--- config.mk ---
export PLATFORM = sky130hd
export DESIGN_NAME = cache_control_p
export DESIGN_NICKNAME = d
export VERILOG_FILES = /design/src/rtl/cache_control_p.sv
export SDC_FILE = /design/constraint.sdc
export NUM_CORES = 1
export LEC_CHECK = 0
export ABC_CLOCK_PERIOD_IN_PS = 2390
export BUFFER_PORTS_ARGS = -buffer_cell sky130_fd_sc_hd__buf_2
export CELL_PAD_IN_SITES_DETAIL_PLACEMENT = 2
export CELL_PAD_IN_SITES_GLOBAL_PLACEMENT = 2
export CORE_MARGIN = 2
export CORE_UTILIZATION = 34
export CTS_CLUSTER_DIAMETER = 80
export DETAILED_ROUTE_END_ITERATION = 7
export GPL_ROUTABILITY_DRIVEN = 0
export PLACE_DENSITY = 0.85
export SYNTH_ARGS = -nofsm -noshare
export SYNTH_HDL_FRONTEND = slang
export SYNTH_SLANG_ARGS = --single-unit
export TNS_END_PERCENT = 100
--- constraint.sdc ---
create_clock -name clk -period 2.39 [get_ports clk]
set_input_delay 0.5975 -clock clk [delete_from_list [all_inputs] [get_ports clk]]
set_output_delay 0.5975 -clock clk [all_outputs]
set_load 0.01 [all_outputs]
--- src/rtl/cache_control_p.sv ---
// cache_control_p
// Control FSM for the 2-way pipelined cache datapath.
// It sequences hits, victim writeback and line fill through the cacheline
// adaptor, and keeps saturating hit/miss/writeback counters.
//
// Ports
//   clk, rst              : clock (rising edge), asynchronous active-low reset
//   mem_read, mem_write   : CPU request; both high is treated as a write
//   cache_hit, hit1       : stage-1 lookup result and the way that hit
//   lru_out, dirty_o      : LRU way of the set and that way's dirty bit
//   pmem_resp             : adaptor done, one-cycle pulse
//   pmem_read, pmem_write : line requests to the adaptor
//   source_sel, way_sel, tag_sel, addrmux_sel,
//   load_cache, load_dirty, dirty_in, load_lru : datapath controls
//   stall, stall_regs     : pipeline freeze and its one-cycle-delayed copy
//   hit_count, miss_count, wb_count : saturating performance counters
module cache_control_p #(
  parameter int CNT_W = 32
) (
  input  logic             clk,
  input  logic             rst,
  input  logic             mem_read,
  input  logic             mem_write,
  input  logic             cache_hit,
  input  logic             hit1,
  input  logic             lru_out,
  input  logic             dirty_o,
  input  logic             pmem_resp,
  output logic             pmem_read,
  output logic             pmem_write,
  output logic             source_sel,
  output logic             way_sel,
  output logic             tag_sel,
  output logic             addrmux_sel,
  output logic             load_cache,
  output logic             load_dirty,
  output logic             dirty_in,
  output logic             load_lru,
  output logic             stall,
  output logic             stall_regs,
  output logic [CNT_W-1:0] hit_count,
  output logic [CNT_W-1:0] miss_count,
  output logic [CNT_W-1:0] wb_count
);

  typedef enum logic [1:0] {
    COMPARE   = 2'd0,
    WRITEBACK = 2'd1,
    FILL      = 2'd2,
    REFILL    = 2'd3
  } state_e;

  state_e           state_q, state_d;
  logic             victim_q, victim_d;
  logic             stall_regs_q, stall_regs_d;
  logic [CNT_W-1:0] hit_count_q, hit_count_d;
  logic [CNT_W-1:0] miss_count_q, miss_count_d;
  logic [CNT_W-1:0] wb_count_q, wb_count_d;
  logic             req;

  // Counters stick at all-ones instead of wrapping.
  function automatic logic [CNT_W-1:0] sat_inc(input logic [CNT_W-1:0] v);
    return (v == {CNT_W{1'b1}}) ? v : v + CNT_W'(1);
  endfunction

  assign req = mem_read | mem_write;

  // Outputs are decoded straight from the state register so an async reset
  // drops an in-flight pmem request immediately. The victim way is captured
  // only on the miss transition, so LRU movement during the miss is ignored.
  always_comb begin
    state_d      = state_q;
    victim_d     = victim_q;
    hit_count_d  = hit_count_q;
    miss_count_d = miss_count_q;
    wb_count_d   = wb_count_q;
    pmem_read    = 1'b0;
    pmem_write   = 1'b0;
    source_sel   = 1'b0;
    way_sel      = 1'b0;
    tag_sel      = 1'b0;
    addrmux_sel  = 1'b0;
    load_cache   = 1'b0;
    load_dirty   = 1'b0;
    dirty_in     = 1'b0;
    load_lru     = 1'b0;
    stall        = 1'b0;

    unique case (state_q)
      COMPARE: begin
        if (req && cache_hit) begin
          way_sel     = hit1;
          load_lru    = 1'b1;
          hit_count_d = sat_inc(hit_count_q);
          if (mem_write) begin
            load_cache = 1'b1;
            load_dirty = 1'b1;
            dirty_in   = 1'b1;
          end
        end else if (req) begin
          stall        = 1'b1;
          victim_d     = lru_out;
          miss_count_d = sat_inc(miss_count_q);
          state_d      = dirty_o ? WRITEBACK : FILL;
        end
      end
      WRITEBACK: begin
        stall       = 1'b1;
        addrmux_sel = 1'b1;
        way_sel     = victim_q;
        pmem_write  = 1'b1;
        if (pmem_resp) begin
          wb_count_d = sat_inc(wb_count_q);
          state_d    = FILL;
        end
      end
      FILL: begin
        stall       = 1'b1;
        addrmux_sel = 1'b1;
        way_sel     = victim_q;
        tag_sel     = 1'b1;
        pmem_read   = 1'b1;
        if (pmem_resp) begin
          source_sel = 1'b1;
          load_cache = 1'b1;
          load_dirty = 1'b1;
          state_d    = REFILL;
        end
      end
      // One cycle for the held address to re-look-up; the hit then
      // completes back in COMPARE.
      REFILL: begin
        stall       = 1'b1;
        addrmux_sel = 1'b1;
        way_sel     = victim_q;
        state_d     = COMPARE;
      end
      default: state_d = COMPARE;
    endcase
  end

  assign stall_regs_d = stall;

  always_ff @(posedge clk or negedge rst) begin
    if (!rst) begin
      state_q      <= COMPARE;
      victim_q     <= 1'b0;
      stall_regs_q <= 1'b0;
      hit_count_q  <= '0;
      miss_count_q <= '0;
      wb_count_q   <= '0;
    end else begin
      state_q      <= state_d;
      victim_q     <= victim_d;
      stall_regs_q <= stall_regs_d;
      hit_count_q  <= hit_count_d;
      miss_count_q <= miss_count_d;
      wb_count_q   <= wb_count_d;
    end
  end

  assign stall_regs = stall_regs_q;
  assign hit_count  = hit_count_q;
  assign miss_count = miss_count_q;
  assign wb_count   = wb_count_q;

endmodule

## Word-level counts from Yosys, hierarchy flattened

Index checks and enable logic that the tools add are counted.

- Register bits: 100
- Logic and storage cells: 54
- Output and inout port bits: 108
- Input port bits: 9

- Bitwise gates (word level): 5
- Add/sub/neg operators: 3
- Equality and inequality tests: 10
- Mux-type cells: 22
- Reduce and logical (&&, ||, !) cells: 8

Operators with widths:

| operator | count |
|---|---|
| $add 32x1->32 const B | 3 |
| $eq 32x32->1 const B | 3 |
| $mux 1 | 13 |
| $mux 2 | 5 |
| $reduce_and 3->1 | 3 |
| $ne 2x2->1 const B | 4 |
| $pmux 2 s4 | 1 |
| $reduce_and 4->1 | 2 |
| $pmux 1 s2 | 3 |
| $eq 2x2->1 const B | 2 |
| $not 1->1 | 4 |
| $reduce_or 3->1 | 1 |
| $eq 2x1->1 const B | 1 |
| $logic_not 2->1 | 1 |
| $logic_and 1x1->1 | 1 |
| $or 1x1->1 | 1 |

## Longest topological paths before layout

- Word-level depth: 4
- Depth in mapped cells: 9
- Depth with buffers taken out: 8

## Least setup slack after synthesis

No wires, ideal clock.

- Path type: reg-to-reg
- Start point: register wb_count_q[0] (netlist: wb_count[0])
- End point: register wb_count_q[1] (netlist: wb_count[1])
- Arrival: 2.127 ns
- Slack: 0.136 ns
- Clock period less this slack: 2.254 ns
- Path buffers: 1
- Setup time: 0.128 ns
- Cell stages (with the launch flop): 8
- Data required time: 2.262 ns
- Cells stage by stage: dfrtp_1 > ha_1 > nand2_1 > or3_1 > or4_4 > buf_6 > nand2_1 > mux2_1

- Cells in the longest elaborated chain, start to end: 3
- Elaborated cells on any way between the ends: 4
- Those cells by class: 1 x add/sub; 1 x eq/ne; 1 x bitwise; 1 x reduce/logical

Ends and longest elaborated chain:

| what | RTL line | text |
|---|---|---|
| start: declaration | 58 | `logic [CNT_W-1:0] wb_count_q, wb_count_d;` |
| start signal: assignment | 158 | `wb_count_q <= wb_count_d;` |
| branches (longest 3 deep; another with $add 32x1->32) | -- |  |

Parallel ways; which one is timed is not known.
A chain may end at the register's enable or synchronous reset.

## Worst setup path in the final report

- Start point: register state_q[0]
- End point: output port load_dirty

- Cells in the longest elaborated chain, start to end: 2
- Elaborated cells on any way between the ends: 3
- Those cells by class: 1 x eq/ne; 1 x mux; 1 x reduce/logical

Ends and longest elaborated chain:

| what | RTL line | text |
|---|---|---|
| start: declaration | 53 | `state_e state_q, state_d;` |
| start signal: assignment | 153 | `state_q <= state_d;` |
| $eq 2x2->1 or $logic_not 2->1 (tied branches) | 89 | `unique case (state_q)` |
| $pmux 1 s2 * | 89 |  |
| end: declaration | 36 | `output logic load_dirty,` |

Mark *: on every way between the ends. The rest lies on a longest branch, timed or not.

==> metrics.cfg <==
[run_status]
status=finished, final reports clean

[clock_network]
numCtsBuffers=9
clk_latency_ps=350
cts_num_sinks=100
hold_buffers=0
cts-htree-levels=3
clk_pin_slew_worst_paths_ps=70
tritoncts=done
cts_buffer_depth=2
cts_root_buf=clkbuf_16

[timing]
fin_skew_ps=7.79
worstMarginPinSlew_ps=565
setup_tns_ps=0
finalHoldViolations=0
grt_setup_unrepaired=yes
final-max-slew-violation-count=0
fin_ws_ps=93.2
setup_violations=0
fmax_mhz=435
whs_ps=140
post-route-period-util_pct=96.1
min_period_ps=2300
slew_headroom_pct=62.0

[global_route]
grt_usage_pct=21.3
antenna_found_initial=1
grt_pass1_vias=4941
overflow=0
grt_first_pass_wirelength_um=27200
grt_max_degree=51

[logic_synthesis]
synth.avg_cell_area_um2=10.4
netlist_instances=490
netlist_area_mm2=0.00509
syn_nets=506
synth_simple_gate_area_share_pct=27.4
synth_cell_types=48
ys_seq_area_share_pct=49.2
ys_seq_elements=100
synth_fa_ha_area_share_pct=1.72
yosysWarningCount=0
synth-xor-area-share_pct=15.8
synth_top_family_by_area=simple AND/OR/NAND/NOR gates
synthMuxAreaShare_pct=1.28
synth_compound_area_share_pct=1.82

[cells_and_area]
final_nets=642
fin_util_pct=43.3
drive_above_1_share_pct=28.5
final_area_mm2=0.00631
antenna_cells=0
area_delta_synth_final_pct=24.1
fin_cells=813

[setup_path]
critPathArrivalTime_ps=1700
r2r_cells=6
end_kind=output pin
worstPathRequired_ps=1790
critPathMaxFanout=5
critPathKind=reg2out
crit_chain=inv_1 > ha_2 > and2_1 > or2_2 > buf_2
cp-start-kind=register
cp_slowest_cell=dfrtp_1
slowest_delay_ps=350

[drt]
ant_nets=0
via_count=4411
drt-pass1-iter-count=5
vias_per_cell=5.43
route.detailed.drc=0
wl_per_cell_um=20.1
drtIter0Drc=151
wl_um=16300

[power]
p_per_area_mw_per_mm2=720
finalPower_mw=4.55
p_leak_nw=3.08
peakVddDrop_mv=0.409

[place]
io_buffers=116
dp_worst_setup_slack_ps=17.2
post-dp-hpwl_um=12100
placed_area_mm2=0.00600
placed_cells=798

[job]
maxCapViolCount=0

[worst_hold_path]
hp-class=in2async

[floorplanning]
io_pins=117
fp-row-count=44
die-area_mm2=0.0160
coreArea_mm2=0.0146
die_width_um=126
start_util_pct=34.9
die_height_um=126

report_power, final:
group          switching (mW)  internal, mW
Clock                   0.645         0.799
Sequential              0.181          1.84
Combinational           0.636         0.446
Total                    1.46          3.08
cell usage in the layout (no fill, tap or decap), types with 2 or more instances in the layout:
cell	netlist	final
buf_2	5	115
dfrtp_1	100	100
xnor2_1	55	55
nand2_1	45	44
xor2_1	37	37
nand3_1	36	36
nand4_1	33	33
buf_4	2	26
nor3_1	25	25
nor4_1	23	23
nor2_1	19	19
and3_1	13	13
inv_1	12	12
clkbuf_16	0	9
and4_1	8	8
o21ai_0	6	6
ha_1	7	6
and2_1	5	5
nand3_2	4	4
mux2_2	3	3
or3_1	3	3
a21oi_1	3	3
mux2i_1	2	2
or2_2	2	2
o2111ai_1	2	2
nor3b_1	3	2
nor4_2	3	2
and4_2	2	2
or4_4	2	2
nand4b_1	2	2
nand2b_1	2	2
clkinv_2	0	2
clkbuf_1	8	2
sequential cells by signal, summed over array words and instances (netlist names):
register / count
stall_regs: 1
wb_count: 32
victim_q: 1
hit_count: 32
state_q: 2
miss_count: 32
layer usage:
layer,global-route usage [%],up-vias,share of wire [%]
met3,3.16,21,3.2
met4,6.66,2,1.8
met2,37.5,85,52
met1,27.2,2298,43
li1,-,2005,-
met5,0,-,0.067
synthesized netlist by cell type, drive strengths merged:
| master | n | area (µm²) |
|---|---|---|
| a211oi | 1 | 7.51 |
| a21oi | 3 | 15.0 |
| and2 | 6 | 38.8 |
| and3 | 14 | 88.8 |
| and4 | 10 | 90.1 |
| and4b | 1 | 10.0 |
| buf | 9 | 66.3 |
| clkbuf | 8 | 30.0 |
| dfrtp | 100 | 2500 |
| ha | 7 | 87.6 |
| inv | 12 | 45.0 |
| mux2 | 4 | 45.0 |
| mux2i | 2 | 20.0 |
| nand2 | 45 | 169 |
| nand2b | 2 | 12.5 |
| nand3 | 41 | 238 |
| nand4 | 33 | 206 |
| nand4b | 2 | 17.5 |
| nor2 | 19 | 71.3 |
| nor2b | 1 | 6.26 |
| nor3 | 25 | 125 |
| nor3b | 3 | 22.5 |
| nor4 | 26 | 181 |
| nor4b | 3 | 38.8 |
| o2111ai | 2 | 17.5 |
| o211ai | 1 | 7.51 |
| o21a | 1 | 7.51 |
| o21ai | 6 | 30.0 |
| o31ai | 1 | 7.51 |
| or2 | 3 | 18.8 |
| or3 | 3 | 18.8 |
| or3b | 1 | 8.76 |
| or4 | 3 | 30.0 |
| xnor2 | 55 | 482 |
| xor2 | 37 | 324 |
cell families after synthesis:
kind of cell | count (synthesis)
adders and majority gates | 7
buffers and inverters | 29
muxes | 6
xor gates and xnor gates | 92
DFF | 100
and+or+nand+nor | 241
AOI/OAI and AO/OA | 15
final cells by class:
cell class	instances	area [µm²]
Sequential cell	100	2500
Timing Repair Buffer	142	791
Fill cell	1561	8270
Inverter	12	45.0
Multi-Input combinational cell	361	2470
Tap cell	184	230
Clock inverter	3	40.0
Clock buffer	11	233
worst max-delay path: cells and delay by family, from the launching register on:
family,cells,cell delay (ps)
adders and majority gates,1,230
buffers and inverters,2,240
and+or+nand+nor,2,520
DFF,1,350
final timing paths:
check | startpoint | end | slack, ps
hold / removal | rst | hit_count[13] | 140
setup / recovery | state_q[0] | load_dirty | 90
hold reg to reg | miss_count[15] | miss_count[15] | 490
min in group clk | lru_out | victim_q | 470
max in group asynchronous | rst | miss_count[21] | 1530
setup reg to reg | wb_count[0] | wb_count[1] | 100
what timing repair did:
| item | in CTS | in global routing |
|---|---|---|
| pin swaps | 0 | 0 |
| endpoints found under the setup margin | 2 | 7 |
| gates resized for setup | 1 | 5 |
| setup buffers | 0 | 1 |
Note: power is estimated with default switching activity, not from simulation.
